`src/rtl/cga_vram_arbiter.sv`:
```
// cga_vram_arbiter: time-slot arbiter sharing one 8-bit VRAM between CRTC char/attr fetch and CPU cycles.
// Optional CGA_SNOW_EN: CPU is granted in any slot, and a collision with a fetch slot corrupts that fetch (CGA snow).
module cga_vram_arbiter #(
    parameter int CHAR_CLKS = 8,
    parameter int VRAM_AW = 14
) (
    input  logic               clk,
    input  logic               reset,
    input  logic               divclk,
    input  logic               display_enable,
    input  logic [13:0]        mem_addr,
    input  logic               cpu_req,
    input  logic               cpu_we,
    input  logic [VRAM_AW-1:0] cpu_addr,
    input  logic [7:0]         cpu_wdata,
    output logic               cpu_ack,
    output logic [7:0]         cpu_rdata,
    output logic               cpu_ready,
    output logic [VRAM_AW-1:0] vram_addr,
    output logic               vram_we,
    output logic [7:0]         vram_wdata,
    input  logic [7:0]         vram_rdata,
    output logic [7:0]         char_out,
    output logic [7:0]         attr_out,
    output logic               fetch_valid
);
    localparam int SW = $clog2(CHAR_CLKS);
    localparam logic [SW-1:0] LAST = SW'(CHAR_CLKS - 1);
    typedef enum logic [1:0] {IDLE, PEND, ACK, DONE} state_t;
    typedef struct packed {
        logic cpu;
        logic chr;
        logic atr;
    } own_t;
    state_t state, state_n;
    own_t own, own_q, own_n;
    logic [SW-1:0] slot, slot_n;
    logic grant_n;
    logic [VRAM_AW-2:0] row;
    logic [7:0] char_q, attr_q, rdata_q;
    logic unused_bits;
    assign row = mem_addr[VRAM_AW-2:0];
    assign unused_bits = ^mem_addr[13:VRAM_AW-1];
    // Look one cycle ahead so the VRAM port and owner tag can be registered for the coming slot
    always_comb begin
        slot_n = divclk ? '0 : (slot == LAST ? slot : slot + SW'(1));
        state_n = (state == IDLE && cpu_req) ? PEND :
                  (state == PEND && own.cpu) ? ACK :
                  (state == ACK) ? DONE :
                  (state == DONE && !cpu_req) ? IDLE : state;
`ifdef CGA_SNOW_EN
        grant_n = state_n == PEND;
`else
        grant_n = state_n == PEND && slot_n >= SW'(2);
`endif
        own_n = {grant_n,
                 slot_n == '0 && (!grant_n || display_enable),
                 slot_n == SW'(1) && (!grant_n || display_enable)};
    end
    // Slot counter, CPU handshake FSM, VRAM port and the owner pipeline
    always_ff @(posedge clk or posedge reset) begin
        if (reset) begin
            slot       <= '0;
            state      <= IDLE;
            cpu_ready  <= 1'b1;
            own        <= '0;
            own_q      <= '0;
            vram_addr  <= '0;
            vram_we    <= 1'b0;
            vram_wdata <= '0;
            char_q     <= '0;
            attr_q     <= '0;
            rdata_q    <= '0;
        end else begin
            slot       <= slot_n;
            state      <= state_n;
            cpu_ready  <= (state == IDLE && cpu_req) ? 1'b0 : (state == ACK) ? 1'b1 : cpu_ready;
            own        <= own_n;
            own_q      <= own;
            vram_addr  <= grant_n ? cpu_addr : own_n.chr ? {row, 1'b0} : own_n.atr ? {row, 1'b1} : vram_addr;
            vram_we    <= grant_n && cpu_we;
            vram_wdata <= grant_n ? cpu_wdata : vram_wdata;
            char_q     <= char_out;
            attr_q     <= attr_out;
            rdata_q    <= cpu_rdata;
        end
    end
    // Read data returns one cycle after the access and is steered by the delayed owner tag
    always_comb begin
        char_out    = own_q.chr ? vram_rdata : char_q;
        attr_out    = own_q.atr ? vram_rdata : attr_q;
        cpu_rdata   = own_q.cpu ? vram_rdata : rdata_q;
        cpu_ack     = own_q.cpu;
        fetch_valid = own_q.atr;
    end
endmodule
```
`config.mk`:
```
export PLATFORM = sky130hd
export DESIGN_NAME = cga_vram_arbiter
export DESIGN_NICKNAME = d
export VERILOG_FILES = /design/src/rtl/cga_vram_arbiter.sv
export SDC_FILE = /design/constraint.sdc
export NUM_CORES = 1
export LEC_CHECK = 0
export BUFFER_PORTS_ARGS = -buffer_cell sky130_fd_sc_hd__buf_4
export CAP_MARGIN = 20
export CORE_MARGIN = 2
export CORE_UTILIZATION = 48
export CTS_CLUSTER_SIZE = 20
export DETAILED_ROUTE_END_ITERATION = 7
export GPL_ROUTABILITY_DRIVEN = 0
export GPL_TIMING_DRIVEN = 0
export PLACE_DENSITY_LB_ADDON = 0.05
export SLEW_MARGIN = 15
export SYNTH_ARGS = -nofsm -noshare
export SYNTH_HDL_FRONTEND = slang
export SYNTH_SLANG_ARGS = --single-unit
```
`constraint.sdc`:
```
create_clock -name clk -period 2.6 [get_ports clk]
set_clock_uncertainty 0.2 [all_clocks]
set_input_delay 0.52 -clock clk [delete_from_list [all_inputs] [get_ports clk]]
set_output_delay 0.52 -clock clk [all_outputs]
set_load 0.02 [all_outputs]
```
Word level (Yosys, flattened, before mapping)
Cells that the tools add are included.
{ "classes": {"add_sub_neg": 1, "n_lt_le_gt_ge": 1, "eq_ne": 6, "muxes": 14, "reduce_logical": 14} }
{ "op_table": {"columns": ["op", "n"], "rows": [
  ["$mux W14", 3],
  ["$mux W8", 3],
  ["$mux W2", 4],
  ["$logic_and A1 B1 Y1", 7],
  ["$mux W3", 2],
  ["$eq A2 B1 Y1 const B", 2],
  ["$eq A2 B2 Y1 const B", 2],
  ["$add A3 B1 Y3 const B", 1],
  ["$eq A3 B1 Y1 const B", 1],
  ["$eq A3 B3 Y1 const B", 1],
  ["$ge A3 B2 Y1 const B", 1],
  ["$logic_not A3 Y1", 1],
  ["$reduce_bool A3 Y1", 1],
  ["$logic_not A1 Y1", 2],
  ["$logic_not A2 Y1", 1],
  ["$mux W1", 2],
  ["$reduce_bool A2 Y1", 1],
  ["$logic_or A1 B1 Y1", 1]
]} }
{ "totals": {"register_bits": 59, "in_bits": 50, "output_inout_bits": 50, "wordCells": 51} }

Logic depth before layout (Yosys ltp)
{ "logic_depth": {"word_depth": 14, "mapped_depth": 5, "ltp_nobuf": 4} }

Least setup slack after synthesis
No wires, ideal clock.
{ "synth_timing": {"path_kind": "register -> register", "startpoint": "register slot[0]", "endpoint": "register vram_wdata[0]", "setup_ps": 125, "arrival_time_ps": 1730, "required_ps": 2275, "slack_ps": 545, "path_stages_with_launch": 5, "path_buffers": 0, "synth_period_minus_slack_ps": 2055, "path_cell_list": "dfrtp_1 ha_1 nor3_1 a2111oi_4 mux2_2"} }
{ "synth_via": {"elab_chain_cells": 5, "word_cells_on_any_way": 6, "cone_classes": "add/sub (1); order compare (1); eq/ne (1); mux (2); reduce/logical (1)"} }
{ "synth_lines": {"columns": ["item", "line_no", "text"], "rows": [
  ["start: declaration", "37", "logic [SW-1:0] slot, slot_n;"],
  ["start signal: assignment", "75", "slot <= slot_n;"],
  ["$add A3 B1 Y3 / $eq A3 B3 Y1 (equally long branches)", "46", "slot_n = divclk ? '0 : (slot == LAST ? slot : slot + SW'(1));"],
  ["$mux W3 * (2 in series)", "46", null],
  ["$ge A3 B2 Y1 *", "54", "grant_n = state_n == PEND && slot_n >= SW'(2);"],
  ["$logic_and A1 B1 Y1 *", "54", null],
  ["net grant_n", "38", "logic grant_n;"],
  ["end signal: assignment", "82", "vram_wdata <= grant_n ? cpu_wdata : vram_wdata;"],
  ["end: declaration", "21", "output logic [7:0] vram_wdata,"]
]} }
Mark *: on every way through the listed nets, which the timed path passes. The rest lies on a longest branch.
A chain may end at the register's enable or synchronous reset.

Worst setup path in the final report
{ "layout_timing": {"startpoint": "register own_q, in the netlist fetch_valid", "endpoint": "output port attr_out[3]"} }
{ "layout_via": {"elab_chain_cells": 1} }
{ "layout_lines": {"columns": ["item", "line_no", "text"], "rows": [
  ["start: declaration", "36", "own_t own, own_q, own_n;"],
  ["start signal: assignment", "79", "own_q <= own;"],
  ["$mux W8", "91", "attr_out = own_q.atr ? vram_rdata : attr_q;"],
  ["end: declaration", "24", "output logic [7:0] attr_out,"]
]} }
Every way passes these cells.

==> flow_summary.json <==
{
  "synth_ff_type": "dfrtp_1",
  "via_count": 1955,
  "overflow": 0,
  "post-route-period-util_pct": 91.1,
  "hold_viol": 0,
  "cp-start-kind": "flop",
  "routed_via_density": 5.26,
  "cts.sink_count": 59,
  "synth_area_um2": 2440,
  "p_per_area_nw_per_um2": 1060,
  "total_leakage_power_nw": 1.59,
  "drt_iter0_markers": 144,
  "min_period_ns": 2.37,
  "num_rows": 25,
  "worstSetupEndpointType": "primary output",
  "setup_violations": 0,
  "synth_edf_count": 0,
  "cts_root_buf": "clkbuf_8",
  "cp.arrival_ns": 1.65,
  "grt_max_degree": 60,
  "drc_errors": 0,
  "antenna_found_initial": 0,
  "synth-async-reset-ratio_pct": 100,
  "clkTransAtPathRegs_ns": 0.07,
  "slowest_delay_ns": 0.42,
  "final_common_cell": "buf_4",
  "post_drt_wl_per_cell_um": 15.7,
  "clock_path_buffers": 2,
  "synth-seq-cells": 59,
  "r2r_start": "slot[0]",
  "cts-resized-gates": 0,
  "layout-drive-gt1-share_pct": 48.9,
  "ir_drop_uv": 621,
  "relSlewSlack_pct": 51.4,
  "placed_area_um2": 3250,
  "ios": 100,
  "syn_inst": 194,
  "ys_types": 25,
  "die_x_um": 75.3,
  "dieArea_um2": 5670,
  "fmax_mhz": 422,
  "insertion_delay_ns": 0.33,
  "fin_area_um2": 3450,
  "path_cells": "clkbuf_1, mux2_2, buf_4",
  "die_y_um": 75.3,
  "numPortBuffers": 96,
  "post-cts-setup-buffers": 0,
  "dp_hpwl_um": 4040,
  "tritoncts": "built",
  "maxCapViolCount": 0,
  "ys_seq_area_share_pct": 60.6,
  "hold_class": "in2async",
  "placed_cells": 357,
  "fin_cells": 372,
  "syn_to_final_growth_pct": 41.3,
  "htree_num_levels": 3,
  "rsz0062_at_grt": "no",
  "grt_pass1_wl_um": 9460,
  "grt_use_total_pct": 22.2,
  "syn_nets": 245,
  "wl_um": 5830,
  "grt_pass1_vias": 1937,
  "avgSynthCellArea_um2": 12.6,
  "layout_common_cells": "buf_4, dfrtp_1, mux2_2",
  "critPathKind": "reg2out",
  "slew_viol_final": 0,
  "drtAntennaViolNets": 0,
  "start_util_pct": 50.6,
  "ctsHoldBuffers": 0,
  "nets": 352,
  "yosysWarningCount": 0,
  "cts_made_buffers": 9,
  "worst_pin_slew_ns": 0.728,
  "cp_slowest_cell": "mux2_2",
  "worstPathRequired_ns": 1.88,
  "cp-startpoint": "fetch_valid",
  "core_um2": 4820,
  "drt-pass1-iter-count": 4,
  "status": "complete, no violations",
  "critPathMaxFanout": 8,
  "n_antenna_cell": 0
}
worst paths after layout:
kind                       cells past startpoint  slack, ns            end
hold / removal                                 2       0.12  vram_wdata[2]
min in group clk                               0       0.16    fetch_valid
max in group asynchronous                      2       1.59      char_q[2]
hold reg to reg                                0       0.16    fetch_valid
setup reg to reg                               4       0.34  vram_wdata[7]
setup / recovery                               3       0.23    attr_out[3]
per-layer routing:
metal | vias to the layer above | wire (µm) | part of all wire, % | track usage (%)
li1 | 938 | - | - | -
met1 | 938 | 2570 | 44 | 30.3
met2 | 68 | 2860 | 49 | 34.1
met3 | 11 | 312 | 5.3 | 5.16
met4 | 0 | 93 | 1.6 | 9.94
met5 | - | 0 | 0 | 0
state kept, by name, summed over array words and instances (netlist names), 2 cells and up:
name and count:
attr_q 8, char_q 8, own 3, rdata_q 8
slot 3, state 2, vram_addr 14, vram_wdata 8
worst max-delay path: cells and delay by family, from the launching register on:
family	cells	cell delay [ns]
flops	1	0.35
mux	1	0.42
buf+inv	2	0.55
final cells by class:
| type | count | area, µm² |
|---|---|---|
| sequential | 59 | 1480 |
| fill | 375 | 1370 |
| multi-input combinational | 115 | 887 |
| timing repair buffer | 96 | 721 |
| clock buffer | 11 | 151 |
| tap | 67 | 83.8 |
| buffer | 16 | 60.1 |
| clock inverter | 4 | 50.0 |
| inverter | 4 | 17.5 |
synthesized netlist by cell type, drive strengths merged, types with 2 or more instances:
cell    count  area [µm²]
nand4      14        87.6
nor2        5        18.8
nand2       5        18.8
and2        2        15.0
dfrtp      58        1450
clkbuf     16        60.1
o31ai      14         105
nor3        2        10.0
a21oi      14        70.1
mux2       32         360
nand2b      2        12.5
a31oi      14        87.6
inv         3        11.3
o21ai       2        10.0
cells by family after synthesis:
group / after synthesis / synth area share (%)
DFF: 59 / 60.6
AOI/OAI and AO/OA: 48 / 13.3
and+or+nand+nor: 33 / 7.38
muxes: 32 / 14.8
buffers and inverters: 20 / 3.08
xor gates and xnor gates: 1 / 0.359
adders and majority gates: 1 / 0.513
report_power, final:
| group | internal, mW | switching, mW | total, mW |
|---|---|---|---|
| logic | 0.666 | 0.836 | 1.50 |
| registers | 1.19 | 0.115 | 1.30 |
| clock network | 0.488 | 0.349 | 0.836 |
metrics by stage:
stage	hold WS (ns)	TNS, ns	setup slack (ns)	util (%)	power [mW]
6_report	0.123	0	0.230	71.6	3.64
3_5_place_dp	0.138	0	0.342	67.4	2.83
3_3_place_gp	0.132	-18.90	-0.328	67.4	2.79
2_1_floorplan	0.131	0	0.425	-	2.22
4_1_cts	0.135	0	0.197	71.6	3.67
5_1_grt	0.170	0	0.137	71.6	3.86
Power figures use the tool's default switching activity.
